$ cat src/rtl/console_pkg.sv
// Shared types and constants for the text console sequencer.
// Holds the FSM state encoding, control-character codes, printable range
// and the character-RAM address width.
package console_pkg;

  localparam int ADDR_W = 13;

  typedef enum logic [1:0] {
    CLR_SCREEN = 2'd0,
    IDLE       = 2'd1,
    CLR_LINE   = 2'd2
  } state_t;

  localparam logic [7:0] CH_CR  = 8'h0D;
  localparam logic [7:0] CH_LF  = 8'h0A;
  localparam logic [7:0] CH_BS  = 8'h08;
  localparam logic [7:0] CH_FF  = 8'h0C;
  localparam logic [7:0] CH_TAB = 8'h09;

  localparam logic [7:0] PRINT_LO = 8'h20;
  localparam logic [7:0] PRINT_HI = 8'h7E;

  function automatic logic is_printable(input logic [7:0] b);
    return (b >= PRINT_LO) && (b <= PRINT_HI);
  endfunction

endpackage

$ cat src/rtl/text_console_ctrl_if.sv
// Byte-in / character-RAM-out bundle for the text console sequencer.
// Ports: rx_data/rx_valid/rx_ready (byte stream, valid-ready), ascii_address/
// ascii_data/ascii_wr_en (RAM write port), cursor (linear cursor address).
interface text_console_ctrl_if;
  import console_pkg::*;

  logic [7:0]        rx_data;
  logic              rx_valid;
  logic              rx_ready;
  logic [ADDR_W-1:0] ascii_address;
  logic [7:0]        ascii_data;
  logic              ascii_wr_en;
  logic [ADDR_W-1:0] cursor;

  // master: byte source / RAM + display sink side
  modport master (
    output rx_data, rx_valid,
    input  rx_ready, ascii_address, ascii_data, ascii_wr_en, cursor
  );

  // slave: the console sequencer itself
  modport slave (
    input  rx_data, rx_valid,
    output rx_ready, ascii_address, ascii_data, ascii_wr_en, cursor
  );

endinterface

$ cat src/rtl/console_cursor.sv
// Text cursor position: col, row and row base address (row*COLS, kept
// incrementally, no multiplier). Registered cursor = line_base + col.
// Ports: inc/dec/cr/home/newline/tab commands (priority home > newline > cr >
// tab > inc > dec); outputs col, row, line_base, at_last_col, cursor.
module console_cursor
  import console_pkg::*;
#(
  parameter int COLS = 80,
  parameter int ROWS = 60
) (
  input  logic                     clk,
  input  logic                     rst_n,
  input  logic                     inc,
  input  logic                     dec,
  input  logic                     cr,
  input  logic                     home,
  input  logic                     newline,
  input  logic                     tab,
  output logic [$clog2(COLS)-1:0]  col,
  output logic [$clog2(ROWS)-1:0]  row,
  output logic [ADDR_W-1:0]        line_base,
  output logic                     at_last_col,
  output logic [ADDR_W-1:0]        cursor
);

  localparam int CW = $clog2(COLS);
  localparam int RW = $clog2(ROWS);
  localparam logic [CW-1:0] COL_LAST = CW'(COLS - 1);
  localparam logic [RW-1:0] ROW_LAST = RW'(ROWS - 1);

  logic [CW-1:0]     col_n;
  logic [RW-1:0]     row_n;
  logic [ADDR_W-1:0] base_n;

  assign at_last_col = (col == COL_LAST);

  always_comb begin
    col_n  = col;
    row_n  = row;
    base_n = line_base;
    if (home) begin
      col_n  = '0;
      row_n  = '0;
      base_n = '0;
    end else if (newline) begin
      col_n = '0;
      // No scrolling: the last row wraps back to the top of the screen.
      if (row == ROW_LAST) begin
        row_n  = '0;
        base_n = '0;
      end else begin
        row_n  = row + RW'(1);
        base_n = line_base + ADDR_W'(COLS);
      end
    end else if (cr) begin
      col_n = '0;
    end else if (tab) begin
      // Caller only issues tab when the next multiple of 8 is still on the row.
      col_n = {col[CW-1:3] + (CW-3)'(1), 3'b000};
    end else if (inc) begin
      col_n = col + CW'(1);
    end else if (dec) begin
      col_n = col - CW'(1);
    end
  end

  always_ff @(posedge clk or negedge rst_n) begin
    if (!rst_n) begin
      col       <= '0;
      row       <= '0;
      line_base <= '0;
      cursor    <= '0;
    end else begin
      col       <= col_n;
      row       <= row_n;
      line_base <= base_n;
      cursor    <= base_n + ADDR_W'(col_n);
    end
  end

endmodule

$ cat src/rtl/text_console_ctrl.sv
// Byte stream -> character-RAM writes: cursor tracking, control characters,
// line/screen clears one cell per clock. Write registered at the accept edge.
// rx_ready is high only in IDLE; clears hold it low (COLS or COLS*ROWS cycles).
// Ports: clk, rst_n (async active-low), bus (text_console_ctrl_if.slave).
// Optional: CONSOLE_TAB_EN enables 0x09 as tab-to-next-multiple-of-8.
module text_console_ctrl
  import console_pkg::*;
#(
  parameter int         COLS  = 80,
  parameter int         ROWS  = 60,
  parameter logic [7:0] BLANK = 8'h20
) (
  input  logic               clk,
  input  logic               rst_n,
  text_console_ctrl_if.slave bus
);

  localparam int CW = $clog2(COLS);
  localparam int RW = $clog2(ROWS);
  localparam logic [ADDR_W-1:0] SCREEN_LAST = ADDR_W'(COLS * ROWS - 1);
  localparam logic [ADDR_W-1:0] LINE_LAST   = ADDR_W'(COLS - 1);

  state_t            state_q, state_n;
  logic [ADDR_W-1:0] cnt_q, cnt_n;
  logic              wr_q, wr_n;
  logic [ADDR_W-1:0] addr_q, addr_n;
  logic [7:0]        data_q, data_n;

  logic              c_inc, c_dec, c_cr, c_home, c_nl, c_tab;
  logic [CW-1:0]     col;
  logic [RW-1:0]     row;
  logic [ADDR_W-1:0] line_base;
  logic              at_last_col;
  logic [ADDR_W-1:0] cursor;

`ifdef CONSOLE_TAB_EN
  logic tab_wrap;
  // Next tab stop lands at or past COLS when col/8 + 1 >= ceil(COLS/8).
  assign tab_wrap = ({1'b0, col[CW-1:3]} + (CW-2)'(1)) >= (CW-2)'((COLS + 7) / 8);
`endif

  console_cursor #(.COLS(COLS), .ROWS(ROWS)) u_cursor (
    .clk         (clk),
    .rst_n       (rst_n),
    .inc         (c_inc),
    .dec         (c_dec),
    .cr          (c_cr),
    .home        (c_home),
    .newline     (c_nl),
    .tab         (c_tab),
    .col         (col),
    .row         (row),
    .line_base   (line_base),
    .at_last_col (at_last_col),
    .cursor      (cursor)
  );

  always_comb begin
    state_n = state_q;
    cnt_n   = cnt_q;
    wr_n    = 1'b0;
    addr_n  = addr_q;
    data_n  = data_q;
    c_inc   = 1'b0;
    c_dec   = 1'b0;
    c_cr    = 1'b0;
    c_home  = 1'b0;
    c_nl    = 1'b0;
    c_tab   = 1'b0;
    unique case (state_q)
      CLR_SCREEN: begin
        wr_n   = 1'b1;
        addr_n = cnt_q;
        data_n = BLANK;
        if (cnt_q == SCREEN_LAST) begin
          cnt_n   = '0;
          state_n = IDLE;
          c_home  = 1'b1;
        end else begin
          cnt_n = cnt_q + ADDR_W'(1);
        end
      end
      CLR_LINE: begin
        // line_base already points at the freshly entered row.
        wr_n   = 1'b1;
        addr_n = line_base + cnt_q;
        data_n = BLANK;
        if (cnt_q == LINE_LAST) begin
          cnt_n   = '0;
          state_n = IDLE;
        end else begin
          cnt_n = cnt_q + ADDR_W'(1);
        end
      end
      IDLE: begin
        if (bus.rx_valid) begin
          if (is_printable(bus.rx_data)) begin
            wr_n   = 1'b1;
            addr_n = line_base + ADDR_W'(col);
            data_n = bus.rx_data;
            if (at_last_col) begin
              c_nl    = 1'b1;
              state_n = CLR_LINE;
            end else begin
              c_inc = 1'b1;
            end
          end else if (bus.rx_data == CH_CR) begin
            c_cr = 1'b1;
          end else if (bus.rx_data == CH_LF) begin
            c_nl    = 1'b1;
            state_n = CLR_LINE;
          end else if (bus.rx_data == CH_BS) begin
            // Backspace never wraps to the previous row.
            if (col != '0) begin
              wr_n   = 1'b1;
              addr_n = line_base + ADDR_W'(col - CW'(1));
              data_n = BLANK;
              c_dec  = 1'b1;
            end
          end else if (bus.rx_data == CH_FF) begin
            state_n = CLR_SCREEN;
`ifdef CONSOLE_TAB_EN
          end else if (bus.rx_data == CH_TAB) begin
            if (tab_wrap) begin
              c_nl    = 1'b1;
              state_n = CLR_LINE;
            end else begin
              c_tab = 1'b1;
            end
`endif
          end
        end
      end
      default: state_n = CLR_SCREEN;
    endcase
  end

  always_ff @(posedge clk or negedge rst_n) begin
    if (!rst_n) begin
      state_q <= CLR_SCREEN;
      cnt_q   <= '0;
      wr_q    <= 1'b0;
      addr_q  <= '0;
      data_q  <= '0;
    end else begin
      state_q <= state_n;
      cnt_q   <= cnt_n;
      wr_q    <= wr_n;
      addr_q  <= addr_n;
      data_q  <= data_n;
    end
  end

  assign bus.rx_ready      = (state_q == IDLE);
  assign bus.ascii_wr_en   = wr_q;
  assign bus.ascii_address = addr_q;
  assign bus.ascii_data    = data_q;
  assign bus.cursor        = cursor;

  // Position registers must stay inside the screen.
  a_pos_range: assert property (@(posedge clk) disable iff (!rst_n)
                                (row < RW'(ROWS)) && (col < CW'(COLS)));

endmodule

$ cat src/flat_wrapper.sv
// flat-port wrapper written by rule: the top's interface ports become plain ports
module text_console_ctrl_flat import console_pkg::*;
#(
  parameter int         COLS  = 80,
  parameter int         ROWS  = 60,
  parameter logic [7:0] BLANK = 8'h20
)
  (clk, rst_n, bus_rx_data, bus_rx_valid, bus_rx_ready, bus_ascii_address, bus_ascii_data, bus_ascii_wr_en, bus_cursor);
  text_console_ctrl_if bus_i ();
  input  logic clk;
  input  logic rst_n;
  input wire logic [$bits(bus_i.rx_data)-1:0] bus_rx_data;
  input wire logic [$bits(bus_i.rx_valid)-1:0] bus_rx_valid;
  output wire logic [$bits(bus_i.rx_ready)-1:0] bus_rx_ready;
  output wire logic [$bits(bus_i.ascii_address)-1:0] bus_ascii_address;
  output wire logic [$bits(bus_i.ascii_data)-1:0] bus_ascii_data;
  output wire logic [$bits(bus_i.ascii_wr_en)-1:0] bus_ascii_wr_en;
  output wire logic [$bits(bus_i.cursor)-1:0] bus_cursor;
  assign bus_i.rx_data = bus_rx_data;
  assign bus_i.rx_valid = bus_rx_valid;
  assign bus_rx_ready = bus_i.rx_ready;
  assign bus_ascii_address = bus_i.ascii_address;
  assign bus_ascii_data = bus_i.ascii_data;
  assign bus_ascii_wr_en = bus_i.ascii_wr_en;
  assign bus_cursor = bus_i.cursor;
  text_console_ctrl #(.COLS(COLS), .ROWS(ROWS), .BLANK(BLANK)) u_core (.clk(clk), .rst_n(rst_n), .bus(bus_i));
endmodule
$ cat config.mk
export PLATFORM = sky130hd
export DESIGN_NAME = text_console_ctrl_flat
export DESIGN_NICKNAME = d
export VERILOG_FILES = /design/src/rtl/console_pkg.sv /design/src/rtl/text_console_ctrl_if.sv /design/src/rtl/console_cursor.sv /design/src/rtl/text_console_ctrl.sv /design/src/flat_wrapper.sv
export SDC_FILE = /design/constraint.sdc
export NUM_CORES = 1
export LEC_CHECK = 0
export CORE_ASPECT_RATIO = 1.2
export CORE_MARGIN = 1.5
export CORE_UTILIZATION = 30
export CTS_BUF_LIST = sky130_fd_sc_hd__clkbuf_16
export DETAILED_ROUTE_END_ITERATION = 16
export GPL_ROUTABILITY_DRIVEN = 0
export REMOVE_ABC_BUFFERS = 1
export SETUP_SLACK_MARGIN = 0.02
export SLEW_MARGIN = 20
export SYNTH_ARGS = -nofsm -noshare
export SYNTH_HDL_FRONTEND = slang
export SYNTH_HIERARCHICAL = 1
export SYNTH_SLANG_ARGS = --single-unit
$ cat constraint.sdc
create_clock -name clk -period 9.3 [get_ports clk]
set_clock_uncertainty 0.05 [all_clocks]
set_input_delay 1.86 -clock clk [delete_from_list [all_inputs] [get_ports clk]]
set_output_delay 1.86 -clock clk [all_outputs]
set_load 0.02 [all_outputs]
==> flow_summary.yaml <==
power:
  p_leak_nw: 2.53
  cell_internal_pwr_mw: 0.890
  total_power_mw: 1.51
  p_per_area_nw_per_um2: 253
  switching_share: 0.411
  p_seq_frac: 0.321
  net-switching-power_mw: 0.622
  ir_drop_mv: 0.120
  p_clk_frac: 0.229
  combPwrFrac: 0.451
synthesis:
  synth.most_common_cell: "dfrtp_1"
  syn_inst: 556
  synth_edf_count: 0
  synth_top_cells_by_count: "dfrtp_1, nor2_1, nand2_1"
  async_flop_share: 1.00
  ys_ff_latch: 76
  yosysTopAreaCell: "dfrtp_1"
  syn-cell-area_sq_um: 5040
  syn_area_per_cell_sq_um: 9.07
  synth.distinct_cells: 74
  synthTopCellsByArea: "dfrtp_1, ha_1, nor2_1, xnor2_1, nand2_1"
  yosysSeqAreaShare: 0.377
  ys_warn_count: 6
  synth_top_area_frac: 0.377
  synth_top_flop_cell: "dfrtp_1"
critical_path:
  arrival_ns: 6.10
  regToRegSetupSlack_ns: 4.68
  end_kind: "flip-flop"
  crit_required_ns: 9.46
  path_class: "in2reg"
  crit_path_max_fanout: 11
  start_kind: "primary input"
hold_path:
  hold_path_class: "reg2reg"
sta:
  setup_violations: 0
  setup-tns-final_ns: 0
  holdWs_ns: 0.429
  post-route-period-util: 0.640
  worst_slew_pin_slew_ns: 0.957
  fmax_mhz: 168
  slew_viol_final: 0
  min_period_ns: 5.95
  relSlewSlack: 0.362
  rsz0062_at_grt: "no"
  hold_viol_final: 0
cts:
  cts_num_sinks: 76
  cts-root-buf: "clkbuf_16"
  clock_latency_ns: 0.34
  cts_buffers: 9
  cts_tree: "built"
  hold_buffers: 0
  htreeDepth: 3
  clk_path_buf_depth: 2
  cts_resized: 0
  postCtsSetupBuffers: 0
  clkSlewWorstSetupHoldPaths_ns: 0.06
layout:
  syn2layout_area_growth_pct: 18.2
  drive_gt1_frac: 0.0715
  nFillCells: 1658
  nets: 642
  antenna_cells: 0
outcome:
  status: "complete, no violations"
route:
  routed_wl_microns: 12400
  first_iter_violations: 164
  drc: 0
  num_vias: 4200
  firstDrtPassIters: 4
  vias_per_cell: 5.17
  route.antenna.remaining_nets: 0
  wl_per_cell_microns: 15.3
floorplanning:
  start_util: 0.309
  die_h_microns: 145
  fp.coreArea_sq_um: 16300
  die_w_microns: 121
  rows: 51
  die-area_sq_um: 17600
  ios: 47
run:
  maxCapViolations: 0
global_route:
  antenna_found_initial: 0
  grt_overflow: 0
  grtUsageTotal: 0.145
  first_global_vias: 4229
  grt_pass1_wl_microns: 20500
  grt_max_degree: 77
place:
  post-dp-hpwl_microns: 9320
  io_buffers: 46
-- power groups by stage --
stage | clock network, mW | logic, mW | registers (mW)
after floorplan | 0 | 0.411 | 0.522
after global placement | 0 | 0.669 | 0.486
after detailed placement | 0 | 0.678 | 0.489
after CTS | 0.355 | 0.687 | 0.485
after global routing | 0.369 | 0.757 | 0.498
final | 0.345 | 0.681 | 0.485
-- kinds of logic after synthesis --
group	Yosys count	synth area share
other cells	1	0.000743
buf+inv	46	0.0414
simple gates	215	0.221
mux	10	0.0213
compound gates	135	0.183
xor+xnor	38	0.0660
fa+ha+maj	35	0.0898
flops	76	0.377
-- stage by stage --
stage | setup WS (ns) | area (sq um) | util | instances
6_report | 3.35 | 5960 | 0.365 | 813
4_1_cts | 3.38 | 5960 | 0.365 | 813
3_5_place_dp | 3.01 | 5670 | 0.347 | 797
3_3_place_gp | 3.16 | 5670 | 0.347 | 797
2_1_floorplan | 3.60 | 4940 | - | 538
5_1_grt | 2.92 | 5960 | 0.365 | 813
-- placed cells by master (no fill, tap or decap), types with 4 or more instances in the layout --
cell,Yosys,final
ha_1,33,33
and3_1,4,4
nand2_1,51,51
nand2b_1,8,8
xor2_1,13,13
and2_1,8,8
inv_1,28,28
nor2b_1,10,10
or3_1,8,8
nand3_1,17,17
a21oi_1,32,32
dfrtp_1,76,76
o21ai_0,35,35
o31ai_1,5,5
a21o_1,4,4
mux2i_1,4,4
clkbuf_16,0,9
o31a_1,4,4
xnor2_1,25,25
nor2_1,59,59
clkdlybuf4s50_1,0,45
o211ai_1,8,8
o21ai_1,7,7
nor3_1,14,14
mux2_2,5,5
a31oi_1,4,4
nand4_1,8,8
o21a_1,6,6
-- layer usage --
| layer | wire [microns] | vias to the layer above | GRT usage |
|---|---|---|---|
| met5 | 0 | - | 0 |
| met1 | 5330 | 2045 | 0.176 |
| met2 | 6420 | 72 | 0.254 |
| met4 | 332 | 0 | 0.0676 |
| met3 | 346 | 20 | 0.0177 |
| li1 | - | 2063 | - |
-- final timing paths --
check                                              endpoint                         from  cells past startpoint
min in group asynchronous          u_core/bus.ascii_data[4]                        rst_n                      1
worst max-delay path              u_core/u_cursor/cursor[9]               bus_rx_data[5]                     16
worst min register to register  u_core/bus.ascii_address[4]  u_core/bus.ascii_address[4]                      2
worst max register to register    u_core/u_cursor/cursor[9]            u_core/state_q[1]                     16
max in group asynchronous       u_core/bus.ascii_address[9]                        rst_n                      1
worst min-delay path            u_core/bus.ascii_address[4]  u_core/bus.ascii_address[4]                      2
-- final cells by class --
type | instances | area, sq um | area share
Clock buffer | 9 | 225 | 0.0378
Clock inverter | 7 | 67.6 | 0.0113
Inverter | 28 | 105 | 0.0176
Multi-Input combinational cell | 434 | 2930 | 0.492
Sequential cell | 76 | 1900 | 0.319
Tap cell | 212 | 265 | 0.0445
Timing Repair Buffer | 47 | 465 | 0.0780
-- critical path, cell delays in order --
cell and delay, ns:
clkdlybuf4s50_1 0.50, and4_4 0.25, a311o_1 0.53, nor3_1 0.79, nand4_1 0.17, o31a_1 0.17, o31ai_1 0.28, xnor2_1 0.16
nor2_1 0.08, ha_1 0.34, a21oi_1 0.25, nand2_1 0.07, o21ai_0 0.35, nor3_1 0.11, xnor2_1 0.15, nor2_1 0.05
-- flip-flops by register name, summed over array words and instances (netlist names) --
register                   count
u_core/bus.ascii_wr_en         1
u_core/u_cursor/row            6
u_core/state_q                 2
u_core/u_cursor/col            7
u_core/bus.ascii_data          8
u_core/bus.ascii_address      13
u_core/u_cursor/line_base     13
u_core/cnt_q                  13
u_core/u_cursor/cursor        13
Power figures use the tool's default switching activity.
